`src/rtl/bitpos_pkg.sv`:
```
// Shared types for the set-bit position scheduler: data word, requester ID and
// the output-stage payload.
package bitpos_pkg;

  localparam int unsigned BP_WIDTH = 12;
  localparam int unsigned BP_N_REQ = 4;
  localparam int unsigned BP_ID_W  = $clog2(BP_N_REQ);

  typedef logic [BP_WIDTH-1:0] word_t;
  typedef logic [BP_ID_W-1:0]  id_t;

  typedef struct packed {
    id_t   id;
    word_t left;
    word_t right;
  } res_t;

endpackage

```
`src/rtl/bitpos_detect.sv`:
```
// Combinational left/right set-bit detector: one-hot of the most- and
// least-significant set bits; a zero word gives zero on both outputs.
module bitpos_detect
  import bitpos_pkg::*;
#(
  parameter int unsigned WIDTH = BP_WIDTH
) (
  input  logic [WIDTH-1:0] data,
  output logic [WIDTH-1:0] left,
  output logic [WIDTH-1:0] right
);

  // Highest set bit wins because later iterations overwrite earlier ones.
  always_comb begin
    left = '0;
    for (int unsigned i = 0; i < WIDTH; i++) begin
      if (data[i]) left = WIDTH'(1) << i;
    end
  end

  // Two's-complement trick isolates the lowest set bit.
  assign right = data & (~data + WIDTH'(1));

endmodule

```
`src/rtl/bitpos_rr_scheduler.sv`:
```
// Round-robin front end sharing one set-bit detector among N_REQ requesters,
// with a capture stage and a back-pressurable output stage.
module bitpos_rr_scheduler
  import bitpos_pkg::*;
#(
  parameter int unsigned WIDTH = BP_WIDTH,
  parameter int unsigned N_REQ = BP_N_REQ,
  parameter int unsigned ID_W  = $clog2(N_REQ)
) (
  input  logic                   clk_i,
  input  logic                   arstn_i,
  input  logic [N_REQ-1:0]       req_valid_i,
  input  logic [N_REQ*WIDTH-1:0] req_data_i,
  output logic [N_REQ-1:0]       req_ready_o,
  output logic                   out_valid_o,
  input  logic                   out_ready_i,
  output logic [ID_W-1:0]        out_id_o,
  output logic [WIDTH-1:0]       data_o_left,
  output logic [WIDTH-1:0]       data_o_right
);

  logic [ID_W-1:0]  ptr;
  logic             s1_valid;
  logic [WIDTH-1:0] s1_data;
  logic [ID_W-1:0]  s1_id;
  logic             s2_valid;
  res_t             s2;

  logic             s2_free_c;
  logic             s1_free_c;
  logic             move_c;
  logic             hs_c;
  logic [N_REQ-1:0] grant_c;
  logic [ID_W-1:0]  gnt_id_c;
  logic [WIDTH-1:0] gnt_data_c;
  logic [ID_W-1:0]  ptr_nxt_c;
  logic [WIDTH-1:0] det_left;
  logic [WIDTH-1:0] det_right;

  assign s2_free_c = !s2_valid || out_ready_i;
  assign s1_free_c = !s1_valid || s2_free_c;
  assign move_c    = s1_valid && s2_free_c;

  // Rotating-priority search starting at ptr; held off while reset is asserted.
  always_comb begin
    logic          found;
    logic [ID_W:0] sum;
    logic [ID_W-1:0] idx;
    grant_c  = '0;
    gnt_id_c = '0;
    found    = 1'b0;
    sum      = '0;
    idx      = '0;
    if (arstn_i && s1_free_c) begin
      for (int unsigned i = 0; i < N_REQ; i++) begin
        sum = {1'b0, ptr} + (ID_W+1)'(i);
        if (sum >= (ID_W+1)'(N_REQ)) sum = sum - (ID_W+1)'(N_REQ);
        idx = sum[ID_W-1:0];
        if (!found && req_valid_i[idx]) begin
          found    = 1'b1;
          gnt_id_c = idx;
          grant_c  = N_REQ'(1) << idx;
        end
      end
    end
  end

  always_comb begin
    gnt_data_c = '0;
    for (int unsigned j = 0; j < N_REQ; j++) begin
      if (grant_c[j]) gnt_data_c = req_data_i[j*WIDTH +: WIDTH];
    end
  end

  assign hs_c      = |grant_c;
  assign ptr_nxt_c = (gnt_id_c == ID_W'(N_REQ-1)) ? '0 : gnt_id_c + ID_W'(1);

  bitpos_detect #(.WIDTH(WIDTH)) u_detect (
    .data  (s1_data),
    .left  (det_left),
    .right (det_right)
  );

  always_ff @(posedge clk_i or negedge arstn_i) begin
    if (!arstn_i) begin
      ptr      <= '0;
      s1_valid <= 1'b0;
      s1_data  <= '0;
      s1_id    <= '0;
      s2_valid <= 1'b0;
      s2       <= '0;
    end else begin
      if (hs_c) begin
        s1_data <= gnt_data_c;
        s1_id   <= gnt_id_c;
        ptr     <= ptr_nxt_c;
      end
      // A new grant refills S1 in the same cycle it drains.
      if (hs_c)        s1_valid <= 1'b1;
      else if (move_c) s1_valid <= 1'b0;
      if (move_c) begin
        s2.id    <= s1_id;
        s2.left  <= det_left;
        s2.right <= det_right;
      end
      s2_valid <= move_c || (s2_valid && !out_ready_i);
    end
  end

  assign req_ready_o  = grant_c;
  assign out_valid_o  = s2_valid;
  assign out_id_o     = s2.id;
  assign data_o_left  = s2.left;
  assign data_o_right = s2.right;

endmodule
```
`config.mk`:
```
export PLATFORM = sky130hd
export DESIGN_NAME = bitpos_rr_scheduler
export DESIGN_NICKNAME = d
export VERILOG_FILES = /design/src/rtl/bitpos_pkg.sv /design/src/rtl/bitpos_detect.sv /design/src/rtl/bitpos_rr_scheduler.sv
export SDC_FILE = /design/constraint.sdc
export NUM_CORES = 1
export LEC_CHECK = 0
export ABC_AREA = 1
export BUFFER_PORTS_ARGS = -buffer_cell sky130_fd_sc_hd__buf_2
export CORE_MARGIN = 2
export CORE_UTILIZATION = 47
export CTS_CLUSTER_DIAMETER = 150
export DETAILED_ROUTE_END_ITERATION = 7
export PLACE_DENSITY = 0.73
export SLEW_MARGIN = 40
export SYNTH_ARGS = -nofsm -noshare
export SYNTH_HDL_FRONTEND = slang
export SYNTH_SLANG_ARGS = --single-unit
```
`constraint.sdc`:
```
create_clock -name clk_i -period 2.81 [get_ports clk_i]
set_input_delay 0.843 -clock clk_i [delete_from_list [all_inputs] [get_ports clk_i]]
set_output_delay 0.843 -clock clk_i [all_outputs]
set_load 0.02 [all_outputs]
```
Yosys cells after proc, flatten, opt, wreduce, memory -nomap -nowiden
Cells that the tools add are included.
Widths: inputs -> output; s select.
{"block": "classes", "add_sub_neg": 9, "magnitude_cmp": 8, "eq_ne": 1, "n_shift": 4, "mux": 51, "bitwise_logic": 2, "n_reduce_logical": 17}
{"op": "$mux 12", "n": 5}
{"op": "$mux 2", "n": 15}
{"op": "$mux 4", "n": 6}
{"op": "$shl 1x2->4 const A", "n": 4}
{"op": "$mux 1", "n": 13}
{"op": "$add 12x1->12 const B", "n": 1}
{"op": "$and 12x12->12", "n": 1}
{"op": "$lt 2x3->1 const B", "n": 4}
{"op": "$not 12->12", "n": 1}
{"op": "$mux 11", "n": 1}
{"op": "$mux 10", "n": 1}
{"op": "$ge 3x3->1 const B", "n": 3}
{"op": "$mux 9", "n": 1}
{"op": "$bmux 1 s2", "n": 4}
{"op": "$mux 8", "n": 1}
{"op": "$sub 2x1->2 const B", "n": 4}
{"op": "$mux 7", "n": 1}
{"op": "$add 2x2->3 const B", "n": 2}
{"op": "$logic_and 1x1->1", "n": 6}
{"op": "$logic_not 1->1", "n": 6}
{"op": "$mux 6", "n": 1}
{"op": "$mux 5", "n": 1}
{"op": "$reduce_or 4->1", "n": 1}
{"op": "$add 2x1->3 const B", "n": 1}
{"op": "6 further kinds", "n": 8}
{"block": "word_totals", "regBits": 44, "wordCells": 100}

Depth between registers and ports, before layout
Gate-level depths: netlist of run 1.
{"block": "logic_depth", "ltp_word": 25, "depth_mapped": 19, "ltp_nobuf": 18}

Modules after synthesis
From an unflattened synthesis of run 1, not the netlist that was laid out.
{"block": "unflattened", "hier_cells": 423, "hier_area_um2": 3176.8}
{"mod": "bitpos_rr_scheduler", "n_inst": 1, "cells_per_inst": 347, "area_per_inst_um2": 2846.5, "seq_area_each_um2": 1101.1}
{"mod": "bitpos_detect", "n_inst": 1, "cells_per_inst": 76, "area_per_inst_um2": 330.3, "seq_area_each_um2": 0.0}

Worst setup path after synthesis of run 1
No wires, ideal clock.
{"block": "synth_path", "kind": "flip-flop to output port", "startpoint": "register ptr[0]", "endpoint": "output req_ready_o[3]", "arrival_time_ns": 1.972, "required_time_ns": 1.967, "path_slack_ns": -0.005, "stages_incl_launch_ff": 13, "n_path_buf": 2, "path_cell_list": "dfrtp_1 -> buf_6 -> inv_6 -> ha_1 -> inv_1 -> nand3_1 -> nand2_1 -> nor2_8 -> nand2_4 -> nand4_1 -> nand2_4 -> buf_4 -> inv_1"}
{"block": "synth_via", "elab_chain_cells": 19, "word_cells_on_any_way": 48}
{"element": "start: declaration", "line": "bitpos_rr_scheduler.sv:22", "rtl": "logic [ID_W-1:0] ptr;"}
{"element": "start signal: assignment", "line": "bitpos_rr_scheduler.sv:96", "rtl": "ptr <= ptr_nxt_c;"}
{"element": "$ge 2x3->1 / $sub 2x1->2 (equally long branches)", "line": "bitpos_rr_scheduler.sv:57", "rtl": "if (sum >= (ID_W+1)'(N_REQ)) sum = sum - (ID_W+1)'(N_REQ);"}
{"element": "$mux 2", "line": "bitpos_rr_scheduler.sv:57"}
{"element": "$mux 2", "line": "bitpos_rr_scheduler.sv:54", "rtl": "if (arstn_i && s1_free_c) begin"}
{"element": "$bmux 1 s2", "line": "bitpos_rr_scheduler.sv:59", "rtl": "if (!found && req_valid_i[idx]) begin"}
{"element": "$mux 1 (implied by the code)", "line": "bitpos_rr_scheduler.sv:59"}
{"element": "$mux 1", "line": "bitpos_rr_scheduler.sv:59"}
{"element": "$mux 1", "line": "bitpos_rr_scheduler.sv:54"}
{"element": "$logic_not 1->1", "line": "bitpos_rr_scheduler.sv:59"}
{"element": "(+3 left out)"}
{"element": "$logic_not 1->1", "line": "bitpos_rr_scheduler.sv:59"}
{"element": "$logic_and 1x1->1", "line": "bitpos_rr_scheduler.sv:59"}
{"element": "$mux 1", "line": "bitpos_rr_scheduler.sv:59"}
{"element": "$mux 1", "line": "bitpos_rr_scheduler.sv:54"}
{"element": "$logic_not 1->1", "line": "bitpos_rr_scheduler.sv:59"}
{"element": "$logic_and 1x1->1", "line": "bitpos_rr_scheduler.sv:59"}
{"element": "$mux 4 *", "line": "bitpos_rr_scheduler.sv:59"}
{"element": "$mux 4 *", "line": "bitpos_rr_scheduler.sv:54"}
{"element": "end: declaration", "line": "bitpos_rr_scheduler.sv:14", "rtl": "output logic [N_REQ-1:0] req_ready_o,"}
Every way passes the cells marked *; elsewhere a longest branch is shown, timed or not. The select of a mux whose other input is x is not followed.

Final worst setup path of run 1
{"block": "layout_path", "startpoint": "input req_valid_i[2]", "endpoint": "output req_ready_o[3]"}
{"block": "layout_via", "elab_chain_cells": 16, "word_cells_on_any_way": 25}
{"element": "start: declaration", "line": "bitpos_rr_scheduler.sv:12", "rtl": "input logic [N_REQ-1:0] req_valid_i,"}
{"element": "$bmux 1 s2", "line": "bitpos_rr_scheduler.sv:59"}
{"element": "$mux 1 (implied by the code)", "line": "bitpos_rr_scheduler.sv:59"}
{"element": "$mux 1", "line": "bitpos_rr_scheduler.sv:59"}
{"element": "$mux 1", "line": "bitpos_rr_scheduler.sv:54"}
{"element": "$logic_not 1->1", "line": "bitpos_rr_scheduler.sv:59"}
{"element": "$logic_and 1x1->1", "line": "bitpos_rr_scheduler.sv:59"}
{"element": "$mux 1", "line": "bitpos_rr_scheduler.sv:59"}
{"element": "$mux 1", "line": "bitpos_rr_scheduler.sv:54"}
{"element": "$logic_not 1->1", "line": "bitpos_rr_scheduler.sv:59"}
{"element": "$logic_and 1x1->1", "line": "bitpos_rr_scheduler.sv:59"}
{"element": "$mux 1", "line": "bitpos_rr_scheduler.sv:59"}
{"element": "$mux 1", "line": "bitpos_rr_scheduler.sv:54"}
{"element": "$logic_not 1->1", "line": "bitpos_rr_scheduler.sv:59"}
{"element": "$logic_and 1x1->1", "line": "bitpos_rr_scheduler.sv:59"}
{"element": "$mux 4 *", "line": "bitpos_rr_scheduler.sv:59"}
{"element": "$mux 4 *", "line": "bitpos_rr_scheduler.sv:54"}
Marked as above.

==> implementation parameters, run 1 <==
Parameter                              Value

Run status
  Result of the run ... complete, but fails checks
  Failing checks ... setup timing

Yosys
  Most used DFF post-synth ... dfrtp_1
  Distinct cell type count after synthesis ... 28
  Yosys warning count ... 0
  Total of flip-flops plus latches after synthesis ... 44
  Fraction of post-synthesis cell area in the top cell type by area ... 37.77%
  Fraction of synthesis flops using an asynchronous set or reset pin ... 100.0%
  Leading post-synthesis cells by cell area ... dfrtp_1 (38%), nand2_1 (20%), nand3_1 (9.4%), inv_1 (6.1%), nor2_1 (3.3%)
  Post-synthesis area per instance ... 6.876 um2
  Cell type with the largest total area after synthesis ... dfrtp_1
  Sequential share of the synthesized area ... 37.77%
  Post-Synthesis Cell Area ... 0.002915 mm2
  Commonest cells post-synth ... nand2_1 (157), nand3_1 (55), inv_1 (47), dfrtp_1 (44), nor2_1 (26)
  EDFF count, synth ... 0
  Number of cells produced by synthesis ... 424
  Nets in the synthesized netlist ... 484
  Most numerous cell in the Yosys netlist ... nand2_1

Placed design
  Post-DP HPWL ... 5.610 mm
  IO Port Bufs ... 85
  Final weighted congestion in routability-driven placement ... 0.9161

Final layout
  Area occupied by multi-input gates ... 0.001634 mm2
  Fraction of final layout cells with drive strength greater than 1 ... 31.89%
  Filler cell count in the final layout ... 559
  Area Overhead vs Synth ... 30.47%
  Nets ... 593
  Area occupied by registers ... 0.001102 mm2
  # diodes ... 0

Power
  Switching share of power ... 52.06%
  Power Internal ... 2.501 mW
  Clock network fraction of design power ... 7.9%
  Switching power ... 2.716 mW
  Total power per unit cell area ... 1372 mW/mm2
  Portion of total power attributed to combinational logic ... 71.8%
  Leakage power of the design ... 2.176 nW
  Seq pwr share ... 20.2%
  Worst ir drop on vdd ... 1.152 mV

CTS
  Total clock buffers created by CTS ... 5
  TritonCTS Sinks ... 44
  Clock latency on the worst-skew pair ... 0.29 ns
  Number of levels the H-tree was split into ... 2
  TritonCTS clock tree ... built
  Root Buffer ... clkbuf_8
  Clock-pin transition on the worst setup and hold timing paths ... 0.08 ns
  CTS Buffer Depth ... 2

Drt
  DRT Wirelength ... 7.522 mm
  Total via count in the routed design ... 3042
  Ratio of routed vias to standard cells ... 5.003
  Post-route ant nets ... 0
  First DRT Iteration DRCs ... 174
  Pre-antenna DRT Iters ... 4
  Number of DRC violations after detailed routing ... 0
  WL/cell ... 12.37 um

STA
  Worst clock skew ... 0.003649 ns
  Setup TNS ... -0.004681 ns
  Highest Clock Rate ... 355.3 MHz
  Number of setup violations in the final report ... 1
  Period utilization ... 100.2%
  Smallest setup slack after layout ... -0.004681 ns
  Hold slack final ... 0.4795 ns
  Slew at the pin closest to its max-slew limit ... 0.5264 ns
  Total count of max-transition violations in the final report ... 0
  Post-layout min period ... 2.815 ns
  Worst slew margin ... 64.91%
  RSZ-0062 raised after global routing ... true
  Final hold violations ... 0

Floorplan
  Site row count ... 28
  Initial core utilization ... 48.95%
  Core region area ... 0.005956 mm2
  Die area ... 0.006848 mm2
  Die Y-Extent ... 82.76 um
  Die Width ... 82.76 um
  Top Ports ... 86

Setup path
  Critical path fanouts, max ... 6
  Worst EP arrival ... 1.97 ns
  Class of the most critical setup path ... in -> out
  Startpoint types ... primary input
  Required time reported for the critical path endpoint ... 1.97 ns
  Nature of the critical path endpoint ... output pin

Global route
  Antenna violations before repair ... 0
  Maximum number of pins on one net before global-route repair ... 45
  Total global routing overflow ... 0
  Global-route wire length before repair ... 12.09 mm
  Total global routing track utilization ... 22.94%
  Vias in the first global route ... 2707

Hold path
  Classification of the worst-slack hold path ... reg -> reg

Flow run
  Number of maximum-capacitance constraint violations ... 0
-- registers in the layout, summed over array words and instances (netlist names) --
signal	cells
ptr	2
data_o_left	12
out_valid_o	1
s1_id	2
out_id_o	2
data_o_right	12
s1_valid	1
s1_data	12
-- routing by layer --
| metal | share of wire (%) | track usage, % |
|---|---|---|
| met1 | 45 | 30.08 |
| met2 | 47 | 38.95 |
| met3 | 6.5 | 2.826 |
| met5 | 0 | 0 |
| met4 | 1.9 | 8.197 |
-- power groups by stage --
stage	logic (mW)	registers [mW]	clock network (mW)
final	3.75	1.06	0.415
after global routing	4.18	1.08	0.453
after CTS	3.55	1.05	0.426
after detailed placement	3.31	1.06	0
after global placement	3.26	1.05	0
after floorplan	2.35	1.15	0
-- path summary, 6_finish.rpt --
path	startpoint	to	slack [ns]	depth (start not counted)
worst max register to register	ptr[0]$_DFFE_PN0P_	s1_id[1]$_DFFE_PN0P_	0.44	17
worst min-delay path	data_o_left[5]$_DFFE_PN0P_	data_o_left[5]$_DFFE_PN0P_	0.48	2
min in group asynchronous	arstn_i	data_o_left[11]$_DFFE_PN0P_	0.64	2
max in group asynchronous	arstn_i	ptr[0]$_DFFE_PN0P_	1.79	2
worst min register to register	data_o_left[5]$_DFFE_PN0P_	data_o_left[5]$_DFFE_PN0P_	0.48	2
worst max-delay path	req_valid_i[2]	req_ready_o[3]	-0.005	12
-- timing repair --
item / in CTS / in global routing
buffers inserted: 4 / 4
hold buffers: 0 / 0
gates resized for setup: 15 / 17
gates cloned: 2 / 0
pin swaps: 8 / 16
setup endpoints to repair: 4 / 4
-- kinds of logic (layout without fill, tap and decap cells) --
| family | after synthesis | count (layout) | synth area share (%) |
|---|---|---|---|
| and+or+nand+nor | 270 | 272 | 42.23 |
| buffers and inverters | 70 | 177 | 10.17 |
| DFF | 44 | 44 | 37.77 |
| AOI/OAI and AO/OA | 35 | 35 | 7.682 |
| adders and majority gates | 5 | 5 | 2.146 |
-- area by class of cell --
cell class / instances / share of cell area (%)
timing repair buffer: 112 / 17.14
sequential: 44 / 28.98
multi-input combinational: 312 / 42.96
clock buffer: 7 / 2.533
inverter: 58 / 5.921
tap: 75 / 2.467
-- layout by cell type, fill, tap and decap left out, types with 3 or more instances in the layout --
| cell type | Yosys | routed |
|---|---|---|
| nand2_1 | 157 | 150 |
| buf_2 | 2 | 80 |
| nand3_1 | 55 | 50 |
| inv_1 | 47 | 44 |
| dfrtp_1 | 44 | 43 |
| buf_4 | 3 | 29 |
| nor2_1 | 26 | 26 |
| o21ai_0 | 15 | 15 |
| inv_2 | 10 | 12 |
| o31ai_1 | 11 | 11 |
| nand2_2 | 4 | 9 |
| nand2_4 | 6 | 8 |
| clkbuf_8 | 0 | 7 |
| nand3_2 | 2 | 5 |
| or2_1 | 5 | 5 |
| or2_2 | 5 | 5 |
| o41ai_1 | 4 | 4 |
| ha_1 | 5 | 4 |
| nand3b_1 | 3 | 3 |
| o21ai_1 | 3 | 3 |
| buf_6 | 2 | 3 |
-- stage by stage --
step	setup WS, ns	instance area [um2]	cells	power [mW]	util, %
after floorplan	0.02661	2915	424	3.495	-
after global placement	-0.01468	3503	591	4.316	58.82
after detailed placement	-0.06902	3503	591	4.363	58.82
after CTS	-0.001825	3712	604	5.029	62.33
after global routing	-0.06927	3804	608	5.721	63.87
final	-0.004681	3804	608	5.217	63.87
-- critical path, stage by stage --
cell and delay (ns):
buf_4 0.12, inv_2 0.06, nand2_2 0.07, nand3_4 0.13, nand2_8 0.09, nor2_8 0.15, nand2_4 0.10, o21ai_2 0.13
inv_2 0.06, nand2_4 0.07, inv_2 0.03, buf_6 0.12
Power figures use the tool's default switching activity.
==> run 2, diff against run 1 <==
--- a/config.mk
+++ b/config.mk
@@ -8,10 +8,10 @@
 export ABC_AREA = 1
 export BUFFER_PORTS_ARGS = -buffer_cell sky130_fd_sc_hd__buf_2
 export CORE_MARGIN = 2
-export CORE_UTILIZATION = 47
+export CORE_UTILIZATION = 52
 export CTS_CLUSTER_DIAMETER = 150
 export DETAILED_ROUTE_END_ITERATION = 7
-export PLACE_DENSITY = 0.73
+export PLACE_DENSITY = 0.76
 export SLEW_MARGIN = 40
 export SYNTH_ARGS = -nofsm -noshare
 export SYNTH_HDL_FRONTEND = slang
==> constraint.sdc (replaced) <==
create_clock -name clk_i -period 3.18 [get_ports clk_i]
set_input_delay 0.954 -clock clk_i [delete_from_list [all_inputs] [get_ports clk_i]]
set_output_delay 0.954 -clock clk_i [all_outputs]
set_load 0.02 [all_outputs]
==> run 2 against run 1 <==
The flow finishes with violations (DRC). Clock power fell by 24%. Largest power group unchanged. Sequential cell count did not move. Critical endpoint unchanged. Clock skew is 0.0025 ns higher. Largest cell class unchanged. Critical path depth unchanged.
==> implementation parameters, run 2 (synthesis gave the netlist of run 1 again) <==
Parameter                              Value

Floorplan
  Die Width ... 78.88 um (-4.7%)
  Die Y-Extent ... 78.88 um (-4.7%)
  Die area ... 0.006221 mm2 (-9.2%)
  Core region area ... 0.005473 mm2 (-8.1%)
  Top Ports ... 86 (unchanged)
  Initial core utilization ... 53.27% (+4.3 points)
  Site row count ... 27 (-3.6%)

Drt
  Post-route ant nets ... 0 (unchanged)
  Ratio of routed vias to standard cells ... 5.066 (+1.3%)
  Pre-antenna DRT Iters ... 8 (+4)
  Total via count in the routed design ... 2989 (-1.7%)
  WL/cell ... 12.13 um (-2.0%)
  DRT Wirelength ... 7.154 mm (-4.9%)
  First DRT Iteration DRCs ... 160 (-8.0%)
  Number of DRC violations after detailed routing ... 3 (+3)

Hold path
  Number of cells on the worst hold path ... 2 (unchanged)
  Worst Hold Launch ... data_o_right[0]$_DFFE_PN0P_
  Classification of the worst-slack hold path ... reg -> reg
  Destination of the worst hold path ... data_o_right[0]$_DFFE_PN0P_

Power
  Switching power ... 2.310 mW (-15%)
  Leakage power of the design ... 2.086 nW (-4.1%)
  Total power ... 4.268 mW (-18%)
  Switching share of power ... 54.12% (+2.1 points)
  Seq pwr share ... 21.9% (+1.7 points)
  Clock network fraction of design power ... 7.4% (-0.5 points)
  Total power per unit cell area ... 1177 mW/mm2 (-14%)
  Portion of total power attributed to combinational logic ... 70.6% (-1.2 points)
  Power Internal ... 1.958 mW (-22%)
  Worst ir drop on vdd ... 0.6278 mV (-45%)

STA
  Number of setup violations in the final report ... 0 (-1)
  Post-layout min period ... 3.095 ns
  Slew at the pin closest to its max-slew limit ... 0.5255 ns (-0.0009319 ns)
  RSZ-0062 raised after global routing ... false
  Worst clock skew ... 0.006148 ns (+0.002500 ns)
  Period utilization ... 97.34%
  Final hold violations ... 0 (unchanged)
  Total count of max-transition violations in the final report ... 0 (unchanged)
  Worst slew margin ... 64.97% (about the same)
  Highest Clock Rate ... 323.1 MHz
  Smallest setup slack after layout ... 0.08451 ns (+0.08919 ns)
  Setup TNS ... 0 ns (+0.004681 ns)

Setup path
  Cell type of the slowest stage on the worst timing path ... nor2_8
  Critical path buffers and inverters ... 4 (-1)
  Start of the worst register-to-register path ... ptr[0]$_DFFE_PN0P_
  Worst-path cell chain ... buf_2 > nand2_2 > nand2_2 > nand2_4 > nand2_8 > nor2_8 > nand2_4 > o21ai_2 > inv_2 > nand2_4 > inv_1 > buf_6
  Critical path fanouts, max ... 8 (+2)
  Worst EP arrival ... 2.14 ns (+0.17 ns)
  Class of the most critical setup path ... in -> out
  Cell seen most often among critical-path stages ... nand2_4
  Required time reported for the critical path endpoint ... 2.23 ns (+0.26 ns)
  Nature of the critical path endpoint ... output pin
  Terminus of the critical flop-to-flop path ... s1_id[1]$_DFFE_PN0P_
  Worst setup startpoint ... req_valid_i[1]
  Crit-path leading delay family ... simple AND/OR/NAND/NOR gates
  Register-to-Register Setup Slack ... 0.71 ns (+0.27 ns)
  Startpoint types ... primary input
  Number of cell instances on the worst register-to-register path ... 17 (unchanged)
  CP max stage delay ... 0.16 ns (about the same)

Final layout
  Commonest non-fill, non-tap cell in the layout ... nand2_1
  Most frequent cells in the layout ... nand2_1 (152), buf_2 (84), nand3_1 (52), inv_1 (44), dfrtp_1 (43)
  Final Util ... 66.26% (+2.4 points)
  Post-route standard cell area excluding fillers ... 0.003626 mm2 (-4.7%)
  Filler cell count in the final layout ... 503 (-10%)
  Fraction of final layout cells with drive strength greater than 1 ... 28.96% (-2.9 points)
  # diodes ... 0 (unchanged)
  Nets ... 578 (-2.5%)
  Area Overhead vs Synth ... 24.38%

Global route
  Total global routing overflow ... 0 (unchanged)
  Global-route wire length before repair ... 11.94 mm (-1.2%)
  Antenna violations before repair ... 0 (unchanged)
  Vias in the first global route ... 2748 (+1.5%)
  Maximum number of pins on one net before global-route repair ... 45 (unchanged)
  Total global routing track utilization ... 23.47% (+0.53 points)

CTS
  Clock-pin transition on the worst setup and hold timing paths ... 0.07 ns (about the same)
  Total clock buffers created by CTS ... 5 (unchanged)
  CTS Buffer Depth ... 2 (unchanged)
  Root Buffer ... clkbuf_8
  TritonCTS Sinks ... 44 (unchanged)
  CTS Hold Buffers Added ... 0 (unchanged)
  Number of levels the H-tree was split into ... 2 (unchanged)
  TritonCTS clock tree ... built
  Clock latency on the worst-skew pair ... 0.29 ns (about the same)

Placed design
  Final weighted congestion in routability-driven placement ... 0.9013 (-1.6%)
  Post-DP HPWL ... 5.395 mm (-3.8%)
  IO Port Bufs ... 85 (unchanged)
  Total placed instance area ... 0.003447 mm2 (-1.6%)
  Pre-CTS setup slack ... 0.01816 ns (+0.08719 ns)

Run status
  Failing checks ... DRC
  Result of the run ... complete, but fails checks

Flow run
  Number of maximum-capacitance constraint violations ... 0 (unchanged)
==> run 2: worst max path at each step <==
stage | to | depth (start not counted)
6_report | req_ready_o[3] | 12
5_1_grt | req_ready_o[3] | 12
4_1_cts | req_ready_o[2] | 11
3_5_place_dp | req_ready_o[2] | 11
3_3_place_gp | req_ready_o[2] | 11
2_1_floorplan | req_ready_o[3] | 10
==> run 2: area by class of cell <==
| class | count | area (um2) | share of cell area, % |
|---|---|---|---|
| tap | 72 | 90.09 | 2.484 |
| clock inverter | 1 | 5.005 | 0.1380 |
| sequential | 44 | 1102 | 30.40 |
| timing repair buffer | 97 | 521.8 | 14.39 |
| multi-input combinational | 312 | 1612 | 44.44 |
| inverter | 58 | 222.7 | 6.142 |
| clock buffer | 6 | 72.57 | 2.001 |
==> run 2: power groups by stage <==
stage / logic, mW / registers [mW] / clock network, mW
6_report: 3.01 / 0.936 / 0.317
5_1_grt: 3.42 / 0.960 / 0.348
4_1_cts: 2.89 / 0.930 / 0.326
3_5_place_dp: 2.82 / 0.937 / 0
3_3_place_gp: 2.77 / 0.930 / 0
2_1_floorplan: 2.07 / 1.01 / 0
==> run 2: through the flow <==
step                instances  hold slack, ns
floorplan                 424          0.4422
global placement          581          0.4594
detailed placement        581          0.4613
CTS                       590          0.4799
global route              590          0.5051
finish                    590          0.4753
==> run 2: repair_timing <==
action,in CTS,in global routing
pin swaps,1,6
gates resized for setup,3,18
endpoints found under the setup margin,4,4
setup buffers,1,0
cloned,1,1
==> run 2: worst register-to-register path: stages (launching register included) <==
cell and delay, ns:
dfrtp_2 0.44, inv_6 0.11, ha_4 0.23, inv_2 0.09, nand3_1 0.08, nand2_1 0.09, nand2_1 0.07, inv_2 0.11
nand2_4 0.10, o21ai_2 0.16, inv_2 0.06, nand2_4 0.05, buf_4 0.25, nand2_4 0.10, nor2_8 0.22, inv_2 0.08
nand2_1 0.06, o21ai_1 0.05
==> run 2: layer usage <==
layer	part of all wire (%)	GRT usage, %	vias up
li1	-	-	1530
met1	46	32.13	1320
met2	45	38.97	123
met3	6.5	3.409	16
met4	2.0	6.724	0
met5	0	0	-
